**src/rtl/core_bus_arbiter.sv**
```systemverilog
// rtl/core_bus_arbiter.sv - serialises core ibus/dbus requests onto one single-beat cbus port
// Package carries the bus structs shared with the core, memory side and bench.
package core_bus_arbiter_pkg;
  typedef enum logic [2:0] {
    MSIZE1 = 3'd0,
    MSIZE2 = 3'd1,
    MSIZE4 = 3'd2,
    MSIZE8 = 3'd3
  } msize_t;

  typedef logic [7:0] mlen_t;
  typedef logic [1:0] axi_burst_t;
  localparam mlen_t      MLEN1           = 8'd0;
  localparam axi_burst_t AXI_BURST_FIXED = 2'b00;

  typedef struct packed {
    logic        valid;
    logic [63:0] addr;
  } ibus_req_t;

  typedef struct packed {
    logic        addr_ok;
    logic        data_ok;
    logic [31:0] data;
  } ibus_resp_t;

  typedef struct packed {
    logic        valid;
    logic [63:0] addr;
    msize_t      size;
    logic [7:0]  strobe;
    logic [63:0] data;
  } dbus_req_t;

  typedef struct packed {
    logic        addr_ok;
    logic        data_ok;
    logic [63:0] data;
  } dbus_resp_t;

  typedef struct packed {
    logic        valid;
    logic        is_write;
    msize_t      size;
    logic [63:0] addr;
    logic [7:0]  strobe;
    logic [63:0] data;
    mlen_t       len;
    axi_burst_t  burst;
  } cbus_req_t;

  typedef struct packed {
    logic        ready;
    logic        last;
    logic [63:0] data;
  } cbus_resp_t;
endpackage

module core_bus_arbiter
  import core_bus_arbiter_pkg::*;
#(
  parameter bit          DATA_FIRST = 1'b1,
  parameter int unsigned TIMEOUT    = 1023
) (
  input  logic       clk,
  input  logic       reset,
  input  ibus_req_t  ireq,
  output ibus_resp_t iresp,
  input  dbus_req_t  dreq,
  output dbus_resp_t dresp,
  output cbus_req_t  creq,
  input  cbus_resp_t cresp,
  output logic       timeout_err
);

  typedef enum logic [1:0] {S_IDLE, S_IBUSY, S_DBUSY} state_t;

  localparam logic [31:0] LP_TO = 32'(TIMEOUT);

  state_t      r_state;
  state_t      w_next_state;
  cbus_req_t   r_creq;
  cbus_req_t   w_creq_map;
  logic        r_last_d;
  logic [31:0] r_cnt;
  logic        w_grant_d;
  logic        w_done;
  logic        w_busy;

  assign w_done = cresp.ready & cresp.last;
  assign w_busy = (r_state != S_IDLE);
  assign creq   = r_creq;

  always_ff @(posedge clk) begin
    if (reset) r_state <= S_IDLE;
    else       r_state <= w_next_state;
  end

  always_comb begin
    w_next_state = r_state;
    w_grant_d    = 1'b0;
    case (r_state)
      S_IDLE: begin
        // Without DATA_FIRST the previous loser wins a tie.
        if (dreq.valid && ireq.valid) w_grant_d = DATA_FIRST || !r_last_d;
        else                          w_grant_d = dreq.valid;
        if (dreq.valid || ireq.valid) w_next_state = w_grant_d ? S_DBUSY : S_IBUSY;
      end
      S_IBUSY, S_DBUSY: if (w_done) w_next_state = S_IDLE;
      default: w_next_state = S_IDLE;
    endcase
  end

  always_comb begin
    w_creq_map       = '0;
    w_creq_map.valid = 1'b1;
    w_creq_map.len   = MLEN1;
    w_creq_map.burst = AXI_BURST_FIXED;
    if (w_grant_d) begin
      w_creq_map.is_write = |dreq.strobe;
      w_creq_map.size     = dreq.size;
      w_creq_map.addr     = dreq.addr;
      w_creq_map.strobe   = dreq.strobe;
      w_creq_map.data     = dreq.data;
    end else begin
      w_creq_map.size = MSIZE4;
      w_creq_map.addr = ireq.addr;
    end
  end

  always_ff @(posedge clk) begin
    if (reset) begin
      r_creq   <= '0;
      r_last_d <= 1'b0;
    end else if (!w_busy && w_next_state != S_IDLE) begin
      r_creq <= w_creq_map;
    end else if (w_busy && w_done) begin
      r_creq.valid <= 1'b0;
      r_last_d     <= (r_state == S_DBUSY);
    end
  end

  // Saturates at TIMEOUT so the error pulses only once per transaction.
  always_ff @(posedge clk) begin
    if (reset || !w_busy)  r_cnt <= 32'd0;
    else if (r_cnt != LP_TO) r_cnt <= r_cnt + 32'd1;
  end

  always_comb begin
    iresp       = '0;
    dresp       = '0;
    timeout_err = (LP_TO != 32'd0) && w_busy && (r_cnt == LP_TO - 32'd1);
    if (r_state == S_IBUSY && w_done) begin
      iresp.addr_ok = 1'b1;
      iresp.data_ok = 1'b1;
      iresp.data    = r_creq.addr[2] ? cresp.data[63:32] : cresp.data[31:0];
    end
    if (r_state == S_DBUSY && w_done) begin
      dresp.addr_ok = 1'b1;
      dresp.data_ok = 1'b1;
      dresp.data    = cresp.data;
    end
  end

endmodule

```
**config.mk**
```make
export PLATFORM = sky130hd
export DESIGN_NAME = core_bus_arbiter
export DESIGN_NICKNAME = d
export VERILOG_FILES = /design/src/rtl/core_bus_arbiter.sv
export SDC_FILE = /design/constraint.sdc
export NUM_CORES = 1
export LEC_CHECK = 0
export CELL_PAD_IN_SITES_DETAIL_PLACEMENT = 0
export CELL_PAD_IN_SITES_GLOBAL_PLACEMENT = 1
export CORE_AREA = 2 2 204 206
export DETAILED_ROUTE_END_ITERATION = 12
export DIE_AREA = 0 0 206 208
export DONT_BUFFER_PORTS = 1
export PLACE_DENSITY = 0.39
export SLEW_MARGIN = 20
export SYNTH_ARGS = -nofsm -noshare
export SYNTH_HDL_FRONTEND = slang
export SYNTH_SLANG_ARGS = --single-unit
```
**constraint.sdc**
```tcl
create_clock -name clk -period 6.42 [get_ports clk]
set_clock_uncertainty 0.2 [all_clocks]
set_input_delay 0.963 -clock clk [delete_from_list [all_inputs] [get_ports clk]]
set_output_delay 0.963 -clock clk [all_outputs]
set_load 0.03 [all_outputs]
```
Yosys cells after proc, flatten, opt, wreduce, memory -nomap -nowiden
Index checks and enable logic that the tools add are counted.
{ "totals": {"regBits": 175, "inputBits": 273, "output_inout_bits": 252} }
{ "op_classes": {"addsub": 1, "n_eq_ne": 4, "n_mux": 15, "bitwise": 1, "reduce_logical": 15} }
{ "ops": {"columns": ["operator", "count"], "rows": [
  ["2-to-1 mux 72 bit", 1],
  ["2-to-1 mux 67 bit", 1],
  ["2-to-1 mux 66 bit", 1],
  ["2-to-1 mux 34 bit", 1],
  ["adder 32 x 1 -> 32 bit, second input constant", 1],
  ["== test 32 x 10 -> 1 bit, second input constant", 1],
  ["2-to-1 mux 32 bit", 1],
  ["!= test 32 x 10 -> 1 bit, second input constant", 1],
  ["OR reduction 8 bit", 1],
  ["logical AND 1 bit", 6],
  ["2-to-1 mux 1 bit", 6],
  ["2-to-1 mux 2 bit", 3],
  ["nonzero test 2 bit", 3],
  ["one-hot mux 2 bit (2 select lines)", 1],
  ["== test 2 x 1 -> 1 bit, second input constant", 1],
  ["== test 2 bit, second input constant", 1],
  ["logical NOT 2 bit", 1],
  ["logical OR 1 bit", 2],
  ["OR reduction 2 bit", 1],
  ["bitwise AND 1 bit", 1],
  ["logical NOT 1 bit", 1]
]} }

Logic depth before layout (Yosys ltp)
{ "depth": {"ltp_word": 9, "ltp_mapped": 8, "ltp_nobuf": 6} }

Worst setup path before layout
OpenSTA, ideal clock, no wires.
{ "synth_path": {"kind": "register to output", "start": "register r_cnt[16]", "end": "output port timeout_err", "arrival_ps": 1930, "path_slack_ps": 3327, "stages_incl_launch_ff": 6, "cell_sequence": "dfxtp_1 -> or4_1 -> or4_1 -> buf_2 -> nor2_1 -> and4b_1"} }
{ "synth_between": {"elab_chain_len": 2} }
{ "synth_lines": {"columns": ["element", "line", "rtl"], "rows": [
  ["start, declared", "85", "logic [31:0] r_cnt;"],
  ["start signal, assigned", "146", "else if (r_cnt != LP_TO) r_cnt <= r_cnt + 32'd1;"],
  ["== test 32 x 10 -> 1 bit", "152", "timeout_err = (LP_TO != 32'd0) && w_busy && (r_cnt == LP_TO - 32'd1);"],
  ["logical AND 1 bit", "152", null],
  ["end, declared", "73", "output logic timeout_err"]
]} }
No other way between the ends.

Final worst setup path
Same ends and word-level chain as after synthesis.

==> metrics.yaml <==
dieArea_um2: 42800
min_period_ps: 3760
hold_path_end: "r_cnt[6]$_SDFFE_PP0P_"
synth_edf_count: 0
rr_startpoint: "r_state[1]$_SDFF_PP0_"
final.period_utilization: 0.585
critPathKind: "register to output port"
first_pass_iters: 4
finalHoldViolCount: 0
wirelength_um: 33600
final_cells: 1392
hold_path.startpoint: "r_cnt[6]$_SDFFE_PP0P_"
io_buffers: 0
max_freq_mhz: 266
setup_viol: 0
ant_nets: 0
finish.utilization: 0.218
initial_utilization: 0.192
wl_per_cell_um: 24.1
cts_buffers: 17
tns_ps: 0
die_x_um: 206
first_global_vias: 6340
grt_antenna_before_repair: 0
hold_buffers: 0
reg2reg_to: "creq[91]$_SDFFE_PP0P_"
grt_overflow_total: 0
required_ps: 5260
rsz0062_at_grt: "false"
place_congestion: 0.759
die_h_um: 208
cp_max_fo: 5
ys_types: 38
nets: 1127
drc: 0
hp-class: "register to register"
vias: 6603
synth_area_um2: 7800
ys.flop_type: "dfxtp_1"
clkLatencyLatePin_ps: 450
numClockSinks: 175
worst_pin_slew_ps: 950
grt_max_degree: 85
io_pins: 525
core_area_um2: 40600
n_antenna_cell: 0
total_power_mw: 2.95
grtUsageTotal: 0.149
async_reset_ff_frac: 0
maxCapViolations: 0
ctsResizeCount: 0
viasPerCell: 4.74
clk_pin_slew_ps: 70
yosys_warnings: 0
status: "finished clean"
cp-start-kind: "register"
clk_path_buf_depth: 2
p_leak_nw: 3.20
powerDensity_nw_per_um2: 335
worstPathArrival_ps: 2590
synth_seq_cells: 175
ir_drop_mv: 0.168
drive_above_1_share: 0.0605
r2r_slack_ps: 3390
end_kind: "output port"
grt_pass1_wl_um: 46200
slew_headroom: 0.367
placementRows: 74
slew_violations: 0
post_cts_buffers: 0
avgSynthCellArea_um2: 8.64
hold-worst-slack_ps: 300
cts-root-buf: "clkbuf_16"
cts_tree: "yes"
htreeDepth: 4
whs_path_depth: 1
drt-initial-drc-count: 309
fill_cells: 4445
dp_hpwl_um: 24500
yosysSeqAreaShare: 0.449
areaGrowthSynthToFinish_pct: 13.1
rr_worst_depth: 7
place_inst: 1361
synth_cells: 903
[worst max-delay path, stage by stage, from the launching register on]
cell and delay [ps]:
dfxtp_1 340, or4_1 510, or4_1 600, nor2_1 250, and4b_1 450
[worst max path at each step]
stage / startpoint / endpoint / slack (ps)
2_1_floorplan: r_cnt[16]$_SDFFE_PP0P_ / timeout_err / 3330
3_3_place_gp: cresp[65] / iresp[2] / 2930
3_5_place_dp: cresp[65] / iresp[2] / 2910
4_1_cts: creq[84]$_SDFFE_PP0P_ / iresp[30] / 2500
5_1_grt: r_cnt[16]$_SDFFE_PP0P_ / timeout_err / 2480
6_report: r_cnt[16]$_SDFFE_PP0P_ / timeout_err / 2660
[flip-flops by register name (all words and copies together), names as in the netlist]
register / count
r_cnt: 32
creq: 141
r_state: 2
[Yosys cell counts, types with 5 or more instances]
master,n,area (µm²)
dfxtp_1,175,3500
nor2_1,128,480
nand2_1,81,304
nand3_1,79,395
a22o_1,75,657
clkbuf_1,70,263
and2_1,65,407
a311oi_1,64,561
mux2i_1,32,320
xor2_1,18,158
nand4_1,13,81.3
buf_4,12,90.1
buf_1,9,33.8
nor3_1,9,45.0
nor4_1,9,56.3
o21ai_0,8,40.0
inv_1,7,26.3
a21oi_1,6,30.0
ha_1,6,75.1
and3_1,5,31.3
or4_1,5,37.5
[cell families after synthesis]
kind of cell               count (synthesis)  share of synthesized area
adders and majority gates                  6                    0.00962
muxes                                     32                     0.0411
other                                      1                   0.000481
and+or+nand+nor                          405                      0.247
DFF                                      175                      0.449
AOI/OAI and AO/OA                        165                      0.176
buffers and inverters                     99                     0.0536
xor gates and xnor gates                  20                     0.0225
[through the flow]
stage	instance area [µm²]	worst slack [ps]
after global routing	8820	2480
after detailed placement	8230	2910
after CTS	8820	2500
final	8820	2660
after global placement	8230	2930
after floorplan	7840	3330
[area by class of cell]
type                    instances  area [µm²]  share of cell area
clock inverters                11         125              0.0142
flip-flops and latches        175        3500               0.397
inverters                       7        26.3             0.00298
well taps                     532         666              0.0755
clock buffers                  20         467              0.0529
multi-input cells             638        3970               0.450
repair buffers                  9        67.6             0.00766
[power by group]
group          leakage, nW  internal [mW]  switching (mW)  total [mW]
registers             1.44           1.19           0.298        1.48
logic                 1.48          0.134           0.261       0.395
clock network        0.284          0.576           0.500        1.08
[cell usage in the layout, fill, tap and decap left out, types with 3 or more instances in the layout]
cell type / instances
clkinv_4: 3
xor2_1: 18
a31oi_1: 4
and3_1: 4
a21oi_1: 6
nor4_1: 9
a22o_1: 75
nand2_1: 80
buf_4: 9
nand3_1: 78
clkbuf_16: 17
mux2i_1: 32
inv_6: 3
inv_1: 7
or4_1: 5
and2_1: 65
o21ai_0: 8
ha_1: 5
dfxtp_1: 174
nand4_1: 13
conb_1: 10
clkbuf_8: 3
nor3_1: 7
or3_1: 4
a311oi_1: 64
nor2_1: 127
[routing by layer]
| metal | share of wire | wire [µm] | track usage | vias up |
|---|---|---|---|---|
| li1 | - | - | - | 3093 |
| met1 | 0.38 | 12700 | 0.161 | 3162 |
| met2 | 0.52 | 17500 | 0.268 | 326 |
| met3 | 0.081 | 2740 | 0.0508 | 22 |
| met4 | 0.021 | 722 | 0.0498 | 0 |
| met5 | 0 | 0 | 0 | - |
Power figures use the tool's default switching activity.
